## src/rtl/mem_port_arbiter.sv

```systemverilog
// Round-robin arbiter that shares one single-port synchronous memory between
// the instruction-fetch and data load/store paths of a CPU core.
//
// state  | meaning
// IDLE   | wait for a request, arbitrate and register the transaction
// ACCESS | memory strobe driven for exactly one cycle
// WAIT   | read only: READ_LAT cycles, capture m_rdata when cnt==1
// RESP   | one-cycle valid pulse to the granted path
module mem_port_arbiter #(
  parameter int ADDR_W   = 16,
  parameter int DATA_W   = 16,
  parameter int READ_LAT = 1
) (
  input  logic              clk,
  input  logic              rst,
  input  logic              i_req,
  input  logic [ADDR_W-1:0] i_addr,
  output logic [DATA_W-1:0] i_rdata,
  output logic              i_valid,
  input  logic              d_req,
  input  logic              d_we,
  input  logic [ADDR_W-1:0] d_addr,
  input  logic [DATA_W-1:0] d_wdata,
  output logic [DATA_W-1:0] d_rdata,
  output logic              d_valid,
  output logic [ADDR_W-1:0] m_addr,
  output logic              m_read,
  output logic              m_write,
  output logic [DATA_W-1:0] m_wdata,
  input  logic [DATA_W-1:0] m_rdata
);

  localparam logic [2:0] LAT = 3'(READ_LAT);

  typedef enum logic [1:0] {IDLE, ACCESS, WAIT, RESP} state_t;

  state_t     state, state_next;
  logic       last_i;
  logic       gnt_d;
  logic       op_wr;
  logic [2:0] cnt;
  logic       any_req;
  logic       sel_d;

  // last_i set means the previous grant went to fetch, so data wins a tie
  always_comb begin
    any_req = i_req | d_req;
    sel_d   = d_req & (~i_req | last_i);
  end

  always_comb begin
    state_next = state;
    case (state)
      IDLE:    if (any_req) state_next = ACCESS;
      ACCESS:  state_next = op_wr ? RESP : WAIT;
      WAIT:    if (cnt == 3'd1) state_next = RESP;
      RESP:    state_next = IDLE;
      default: state_next = IDLE;
    endcase
  end

  always_ff @(posedge clk) begin
    if (rst) begin
      state   <= IDLE;
      last_i  <= 1'b1;
      gnt_d   <= 1'b0;
      op_wr   <= 1'b0;
      cnt     <= '0;
      m_addr  <= '0;
      m_wdata <= '0;
      m_read  <= 1'b0;
      m_write <= 1'b0;
      i_valid <= 1'b0;
      d_valid <= 1'b0;
      i_rdata <= '0;
      d_rdata <= '0;
    end else begin
      state   <= state_next;
      m_read  <= 1'b0;
      m_write <= 1'b0;
      i_valid <= 1'b0;
      d_valid <= 1'b0;
      case (state)
        IDLE: begin
          if (any_req) begin
            gnt_d   <= sel_d;
            op_wr   <= sel_d & d_we;
            last_i  <= ~sel_d;
            m_addr  <= sel_d ? d_addr : i_addr;
            m_read  <= ~(sel_d & d_we);
            m_write <= sel_d & d_we;
            if (sel_d && d_we) m_wdata <= d_wdata;
          end
        end
        ACCESS: begin
          if (op_wr) d_valid <= 1'b1;
          else       cnt     <= LAT;
        end
        WAIT: begin
          cnt <= cnt - 3'd1;
          if (cnt == 3'd1) begin
            if (gnt_d) begin
              d_rdata <= m_rdata;
              d_valid <= 1'b1;
            end else begin
              i_rdata <= m_rdata;
              i_valid <= 1'b1;
            end
          end
        end
        default: ;
      endcase
    end
  end

endmodule
```

## config.mk

```make
export PLATFORM = sky130hd
export DESIGN_NAME = mem_port_arbiter
export DESIGN_NICKNAME = d
export VERILOG_FILES = /design/src/rtl/mem_port_arbiter.sv
export SDC_FILE = /design/constraint.sdc
export NUM_CORES = 1
export LEC_CHECK = 0
export ABC_AREA = 1
export BUFFER_PORTS_ARGS = -buffer_cell sky130_fd_sc_hd__buf_2
export CORE_MARGIN = 2
export CORE_UTILIZATION = 40
export DETAILED_ROUTE_END_ITERATION = 10
export PLACE_DENSITY = 0.69
export SLEW_MARGIN = 0
export SYNTH_ARGS = -nofsm -noshare
export SYNTH_HDL_FRONTEND = slang
export SYNTH_SLANG_ARGS = --single-unit
```

## constraint.sdc

```tcl
create_clock -name clk -period 2.8 [get_ports clk]
set_clock_uncertainty 0.15 [all_clocks]
set_input_delay 0.28 -clock clk [delete_from_list [all_inputs] [get_ports clk]]
set_output_delay 0.28 -clock clk [all_outputs]
set_load 0.005 [all_outputs]
```

==> impl_metrics.toml, run 1 <==
[global_route]
overflow = 0
grt_pass1_wl_um = 13300
grt_pass1_vias = 2930
grt_max_degree = 51
antenna_found_initial = 0
grt_usage_pct = 18.7

[sta]
relSlewSlack_pct = 51.4
period_share_pct = 72.2
tightest_slew_ns = 0.724
finalSetupTns_ns = 0
drv_slew = 0
hold_viol = 0
setup_viol = 0
rsz0062_at_grt = "false"
fin_ws_ns = 0.778
min_period_ns = 2.02
fmax_mhz = 495

[die]
start_util_pct = 41.7
die_area_um2 = 8870
core_area_um2 = 7810
row_count = 32
dieHeight_um = 94.2
die_x_um = 94.2
io_pins = 137

[clocking]
root_buffer = "clkbuf_8"
cts_buffers = 9
clkSinkCount = 76
cts.path.max_buffers = 2
postCtsSetupBuffers = 0
clkTransAtPathRegs_ns = 0.09
h-tree-depth = 3
cts_tree = "yes"
insertion_delay_ns = 0.34

[worst_setup_path]
critPathMaxFanout = 18
critPathRequiredTime_ns = 2.86
cp_slowest_cell = "nor2_4"
end_kind = "flop"
start_kind = "flop"
max_stage_delay_ns = 0.37
cpMostUsedCell = "inv_1"
r2r_slack_ns = 0.78
worst_ep_arrival_time_ns = 2.08
crit_path_cell_trace = "inv_1, ha_1, inv_1, nor2_4, nand2_2, nand2_1, a21oi_1"
critPathBufInv = 2
cpLargestDelayFamily = "simple AND/OR/NAND/NOR gates"
crit_type = "flop to flop"

[logic_synthesis]
syn_avg_cell_area_um2 = 7.26
yosys_warnings = 0
synth_area_um2 = 3250
ys_seq_elements = 76
yosysUniqueCellTypes = 28
ys_seq_area_share_pct = 46.8
netlist_instances = 448
synth_nets = 523

[power_and_ir_drop]
p_total_w = 0.00317
powerDensity_nw_per_um2 = 741
peakVddDrop_mv = 0.411
p_leak_nw = 2.20

[status]
outcome = "complete, no violations"

[cells_and_area]
layout-drive-gt1-share_pct = 29.8
nFillCells = 764
layout_common_cells = "buf_2, nand2_1, dfxtp_1"
final_common_cell = "buf_2"
syn_to_final_growth_pct = 31.5
multiInputGateArea_um2 = 1440
ff_latch_area_um2 = 1520
layout.nets = 663
antenna_cells = 0

[routing]
vias = 3227
drt_wl_total_um = 8190
wl_met1_um = 3760
wl_per_cell_um = 11.8
drt-pass1-iter-count = 5
route.met2.wl_um = 3720
ant_nets = 0
routed.top_layer = "met4"
drt_iter0_markers = 88
post_drt_via_cell_ratio = 4.64
route.met3.wl_um = 665
drc = 0

[placed_design]
port_buffers = 136
gp_congestion = 0.787
dp_hpwl_um = 5550
pre_cts_ws_ns = 0.776

[run]
maxCapViolCount = 0

[hold_path]
hold_path_class = "input pin to flop"
-- layer usage --
metal	up-vias	track usage [%]
met4	0	5.07
met2	114	30.4
met3	4	6.18
met1	1426	23.7
li1	1683	-
met5	-	0
-- power by group --
part	leakage [nW]	internal (W)	switching, W
clock network	0.0911	0.000343	0.000460
logic	1.49	0.000389	0.000630
registers	0.619	0.00125	0.0000929
total	2.20	0.00199	0.00118
-- flip-flops by register name (all words and copies together), names as in the netlist --
| signal | count |
|---|---|
| last_i | 1 |
| i_valid | 1 |
| d_rdata | 16 |
| m_read | 1 |
| state | 2 |
| cnt | 3 |
| op_wr | 1 |
| m_wdata | 16 |
| m_write | 1 |
| gnt_d | 1 |
| m_addr | 16 |
| i_rdata | 16 |
| d_valid | 1 |
-- final cells by class --
class / count / area share, %
Clock buffer: 9 / 2.89
Clock inverter: 7 / 1.61
Inverter: 44 / 3.86
Multi-Input combinational cell: 305 / 33.6
Sequential cell: 76 / 35.6
Tap cell: 102 / 2.98
Timing Repair Buffer: 152 / 19.5
-- tightest hold or removal path: cells and delay by family --
kind	cells	cell delay (ns)
buf+inv	1	0.08
simple gates	2	0.11
-- Yosys cell counts --
master	number	area, um2
nand2_1	126	473
dfxtp_1	76	1520
nor2_1	62	233
inv_1	42	158
a21oi_1	39	195
nand3_1	27	135
nand4_1	16	100
nor2_2	10	62.6
clkbuf_1	9	33.8
buf_2	7	35.0
ha_1	6	75.1
buf_4	5	37.5
nand2_2	3	18.8
o21ai_0	3	15.0
buf_6	2	22.5
nand2_4	2	22.5
nor2_4	2	22.5
and3_1	1	6.26
clkinv_1	1	3.75
inv_2	1	3.75
nand3b_1	1	7.51
nand4_2	1	12.5
nor3_1	1	5.00
nor3_4	1	16.3
o211ai_1	1	7.51
o21ai_4	1	16.3
or2_2	1	6.26
xor2_1	1	8.76
-- path summary, 6_finish.rpt --
path	startpoint	endpoint	cells past startpoint
max	state[0]	d_rdata[15]	7
min	d_wdata[0]	m_wdata[0]	3
max reg2reg	state[0]	d_rdata[15]	7
min reg2reg	i_rdata[3]	i_rdata[3]	2
-- cell families (layout without fill, tap and decap cells) --
group / after synthesis / count (layout) / share of synthesized area, %
xor gates and xnor gates: 1 / 1 / 0.269
buffers and inverters: 67 / 212 / 9.03
adders and majority gates: 6 / 6 / 2.31
DFF: 76 / 76 / 46.8
and+or+nand+nor: 254 / 254 / 34.4
AOI/OAI and AO/OA: 44 / 44 / 7.19
-- metrics by stage --
stage | hold WS (ns) | instance area (um2) | util, % | cells
after detailed placement | 0.303 | 3960 | 50.7 | 666
final | 0.0128 | 4280 | 54.8 | 695
after global routing | 0.00546 | 4280 | 54.8 | 695
after CTS | 0.00426 | 4280 | 54.8 | 695
after floorplan | 0.265 | 3250 | - | 448
after global placement | 0.299 | 3960 | 50.7 | 666
-- timing repair --
| item | 4_1_cts | 5_1_grt |
|---|---|---|
| resized for setup | 0 | 0 |
| hold buffers | 13 | 0 |
| endpoints found under the hold margin | 13 | 0 |
(Power assumes the default switching activity.)
==> inputs of run 2 (changes only) <==
- PLACE_DENSITY: 0.69 -> 0.71
- clock period: 2.8 -> 1.62 ns (I/O delays scaled with it)
==> impl_metrics.toml, run 2 (synthesis results as in run 1) <==
[cells_and_area]
final_core_util_pct = 62.0
antenna_cells = 0
multiInputGateArea_um2 = 1500
layout-drive-gt1-share_pct = 30.5
finalInstanceArea_um2 = 4840
layout_common_cells = "buf_2, nand2_1, dfxtp_1"
final_common_cell = "buf_2"
nFillCells = 684
layout.nets = 715
syn_to_final_growth_pct = 48.8
ff_latch_area_um2 = 1520

[placed_design]
dpl_cell_area_um2 = 4060
pre_cts_ws_ns = -0.0486
dp_hpwl_um = 5810
port_buffers = 136
gp_congestion = 0.775

[die]
start_util_pct = 41.7
dieHeight_um = 94.2
core_area_um2 = 7810
io_pins = 137
row_count = 32
die_area_um2 = 8870
die_x_um = 94.2

[global_route]
grt_usage_pct = 20.8
overflow = 0
grt-busiest-layer = "met2"
met2_usage_pct = 35.1
grt.met1_usage_pct = 24.8
grt_pass1_vias = 3245
grt_max_degree = 34
antenna_found_initial = 0
grt_pass1_wl_um = 14600
grtUsageMet3_pct = 5.46

[sta]
fin_ws_ns = 0.123
relSlewSlack_pct = 63.4
period_share_pct = 92.4
min_period_ns = 1.50
setup_viol = 0
fmax_mhz = 668
hold_viol = 0
tightest_slew_ns = 0.547
finalSetupTns_ns = 0
drv_slew = 0
rsz0062_at_grt = "false"

[power_and_ir_drop]
p_clk_share_pct = 22.7
p_leak_nw = 2.43
p_int_w = 0.00367
p_total_w = 0.00577
seqPwrFrac_pct = 40.6
powerDensity_nw_per_um2 = 1190
swShare_pct = 36.4
comb_power_share_pct = 36.7
peakVddDrop_mv = 0.626
switchingPower_w = 0.00210

[worst_setup_path]
r2r_slack_ns = 0.12
reg2reg_depth = 8
cpLargestDelayFamily = "simple AND/OR/NAND/NOR gates"
critPathBufInv = 2
worstReg2RegEnd = "i_rdata[0]"
worst_ep_arrival_time_ns = 1.58
crit_cells = 8
end_kind = "flop"
max_stage_delay_ns = 0.31
crit_path_cell_trace = "inv_1, ha_1, nand2_2, nor2_4, buf_4, nand2_8, nand2_1, a21oi_1"
rr_startpoint = "cnt[1]"
crit_type = "flop to flop"
startpoint = "cnt[1]"
cp-endpoint = "i_rdata[0]"
start_kind = "flop"
critPathRequiredTime_ns = 1.70
critPathMaxFanout = 17
cp_slowest_cell = "dfxtp_1"

[clocking]
h-tree-depth = 3
cts_buffers = 9
cts_tree = "yes"
insertion_delay_ns = 0.35
root_buffer = "clkbuf_8"
clkTransAtPathRegs_ns = 0.08
clkSinkCount = 76
cts.path.max_buffers = 2

[routing]
wl_per_cell_um = 12.3
post_drt_via_cell_ratio = 4.69
drt-pass1-iter-count = 5
vias = 3501
drc = 0
drt_iter0_markers = 158
drt_wl_total_um = 9220
ant_nets = 0

[status]
outcome = "complete, no violations"

[hold_path]
hold_path_class = "input pin to flop"

[run]
maxCapViolCount = 0
run 2: through the flow:
stage	hold WS, ns	std cells
4_1_cts	0.000608	743
6_report	0.0158	747
3_3_place_gp	0.234	677
2_1_floorplan	0.147	448
3_5_place_dp	0.240	677
5_1_grt	0.0200	747
run 2: cell type report:
class                           instances  share of cell area, %
Clock inverter                          4                  0.672
Clock buffer                           12                   3.00
Inverter                               44                   3.41
Multi-Input combinational cell        305                   31.0
Timing Repair Buffer                  204                   27.8
Sequential cell                        76                   31.4
Tap cell                              102                   2.64
run 2: metal layers:
metal	up-vias	wire (um)
met5	-	0
met3	25	716
met1	1533	3910
met4	0	236
li1	1784	-
met2	159	4350
run 2: timing repair:
item | CTS | global route
pin swaps | 0 | 2
hold buffers | 50 | 0
resized for setup | 0 | 16
buffers inserted | 0 | 3
endpoints found under the setup margin | 49 | 70
hold endpoints to repair | 62 | 0
gates cloned | 0 | 1
run 2: worst reg2reg max path, stage by stage, from the launching register on:
cell and delay [ns]:
dfxtp_1 0.31, inv_1 0.07, ha_1 0.16, nand2_2 0.11
nor2_4 0.18, buf_4 0.16, nand2_8 0.10, nand2_1 0.09
a21oi_1 0.06
run 2: worst min-delay path by stage:
stage           startpoint          end  slack [ns]  cells past startpoint
4_1_cts          d_addr[8]    m_addr[8]      0.0006                      5
3_3_place_gp    d_wdata[3]   m_wdata[3]        0.23                      3
6_report         i_addr[3]    m_addr[3]        0.02                      5
5_1_grt          d_addr[9]    m_addr[9]        0.02                      5
3_5_place_dp    d_wdata[5]   m_wdata[5]        0.24                      3
2_1_floorplan  d_wdata[10]  m_wdata[10]        0.15                      2
run 2: power by group through the flow:
stage | sequential, W | clock, W | combinational [W]
floorplan | 0.00238 | 0 | 0.00120
global placement | 0.00236 | 0 | 0.00183
detailed placement | 0.00236 | 0 | 0.00187
CTS | 0.00232 | 0.00137 | 0.00198
global route | 0.00238 | 0.00145 | 0.00237
finish | 0.00235 | 0.00131 | 0.00212
==> inputs of run 3 (changes only) <==
- CORE_UTILIZATION: 40 -> 43
- PLACE_DENSITY: 0.71 -> 0.76
==> impl_metrics.toml, run 3 (synthesis results as in run 1) <==
[status]
outcome = "complete, no violations"

[power_and_ir_drop]
comb_power_share_pct = 35.2
seqPwrFrac_pct = 38.4
p_total_w = 0.00610
peakVddDrop_mv = 0.913
swShare_pct = 35.0
powerDensity_nw_per_um2 = 1270
p_clk_share_pct = 26.4
p_int_w = 0.00397
p_leak_nw = 2.44
switchingPower_w = 0.00213

[worst_setup_path]
cp_slowest_cell = "dfxtp_1"
critPathRequiredTime_ns = 1.68
max_stage_delay_ns = 0.33
critPathBufInv = 3
worst_ep_arrival_time_ns = 1.61
crit_path_cell_trace = "inv_2, ha_4, inv_1, nor2_4, buf_4, nand2_8, nand2_1, a21oi_1"
start_kind = "flop"
critPathMaxFanout = 17
crit_type = "flop to flop"
cpLargestDelayFamily = "buffers and inverters"
end_kind = "flop"

[cells_and_area]
instances_no_fill = 738
layout_common_cells = "buf_2, nand2_1, dfxtp_1"
antenna_cells = 0
syn_to_final_growth_pct = 47.9
layout.nets = 709
layout-drive-gt1-share_pct = 31.5
final_core_util_pct = 66.0
final_common_cell = "buf_2"

[placed_design]
place_inst = 675
dp_hpwl_um = 5780
gp_congestion = 0.766
port_buffers = 136

[sta]
hold_ws_ns = 0.0167
fmax_mhz = 646
drv_slew = 0
relSlewSlack_pct = 63.3
tightest_slew_ns = 0.549
setup_viol = 0
hold_viol = 0
period_share_pct = 95.5
min_period_ns = 1.55
finalSetupTns_ns = 0

[clocking]
cts.path.max_buffers = 2
cts_buffers = 9
root_buffer = "clkbuf_8"
clkTransAtPathRegs_ns = 0.08
h-tree-depth = 3
cts_tree = "yes"
clkSinkCount = 76
insertion_delay_ns = 0.34

[die]
dieHeight_um = 91.0
core_area_um2 = 7290
die_x_um = 91.0
row_count = 31
die_area_um2 = 8280
io_pins = 137
start_util_pct = 44.6

[routing]
post_drt_via_cell_ratio = 4.79
drc = 0
wl_per_cell_um = 12.6
drt_wl_total_um = 9310
ant_nets = 0
drt_iter0_markers = 167
drt-pass1-iter-count = 5
vias = 3538

[global_route]
antenna_found_initial = 0
grt_usage_pct = 22.1
grt_max_degree = 51
grt_pass1_vias = 3381
grt_pass1_wl_um = 15100
overflow = 0

[run]
maxCapViolCount = 0

[hold_path]
hold_path_class = "input pin to flop"
-- run 3: cell types whose count changed in the layout (fill, tap and decap cells not counted), sizes merged --
cell,before,now
bufinv,0,2
clkinv,2,4
buf,154,157
clkbuf,12,9
dlygate4sd3,50,41
clkinvlp,2,1
-- run 3: metrics by stage --
| stage | setup slack, ns | area (um2) |
|---|---|---|
| detailed placement | -0.0815 | 4070 |
| floorplan | 0.00191 | 3250 |
| finish | 0.0727 | 4810 |
| global route | -0.0327 | 4810 |
| CTS | -0.0123 | 4710 |
| global placement | -0.000470 | 4070 |
-- run 3: layer usage --
| metal | track usage [%] | vias to the layer above | part of all wire [%] |
|---|---|---|---|
| met4 | 10.9 | 0 | 2.8 |
| met1 | 25.8 | 1590 | 41 |
| li1 | - | 1775 | - |
| met2 | 38.4 | 148 | 50 |
| met3 | 4.56 | 25 | 6.5 |
| met5 | 0 | - | 0 |
-- run 3: what timing repair did --
action / 4_1_cts / 5_1_grt
gates resized for setup: 3 / 11
pin swaps: 1 / 2
setup endpoints to repair: 50 / 59
setup buffers: 0 / 6
gates cloned: 0 / 0
hold buffers: 41 / 0
endpoints found under the hold margin: 57 / 0
-- run 3: worst min-delay path: cells and delay by family --
family	cells	cell delay (ns)
buffers and inverters	2	0.14
and+or+nand+nor	3	0.18
-- run 3: layout make-up --
cell class / instances / area [um2]
timing repair buffer: 198 / 1280
inverter: 44 / 165
tap: 99 / 124
sequential: 76 / 1520
clock buffer: 9 / 124
fill: 624 / 2480
clock inverter: 7 / 98.8
multi-input combinational: 305 / 1500
-- run 3: worst paths after layout --
path,start,endpoint,slack (ns),depth (start not counted)
setup / recovery,state[0],i_rdata[8],0.07,8
hold / removal,i_addr[2],m_addr[2],0.02,5
setup reg to reg,state[0],i_rdata[8],0.07,8
hold reg to reg,i_rdata[9],i_rdata[9],0.32,2
-- run 3: power by group through the flow --
stage	logic [W]	registers, W	clock network [W]
final	0.00215	0.00234	0.00161
after global routing	0.00241	0.00238	0.00171
after CTS	0.00199	0.00233	0.00163
after detailed placement	0.00189	0.00236	0
after global placement	0.00183	0.00235	0
after floorplan	0.00120	0.00238	0
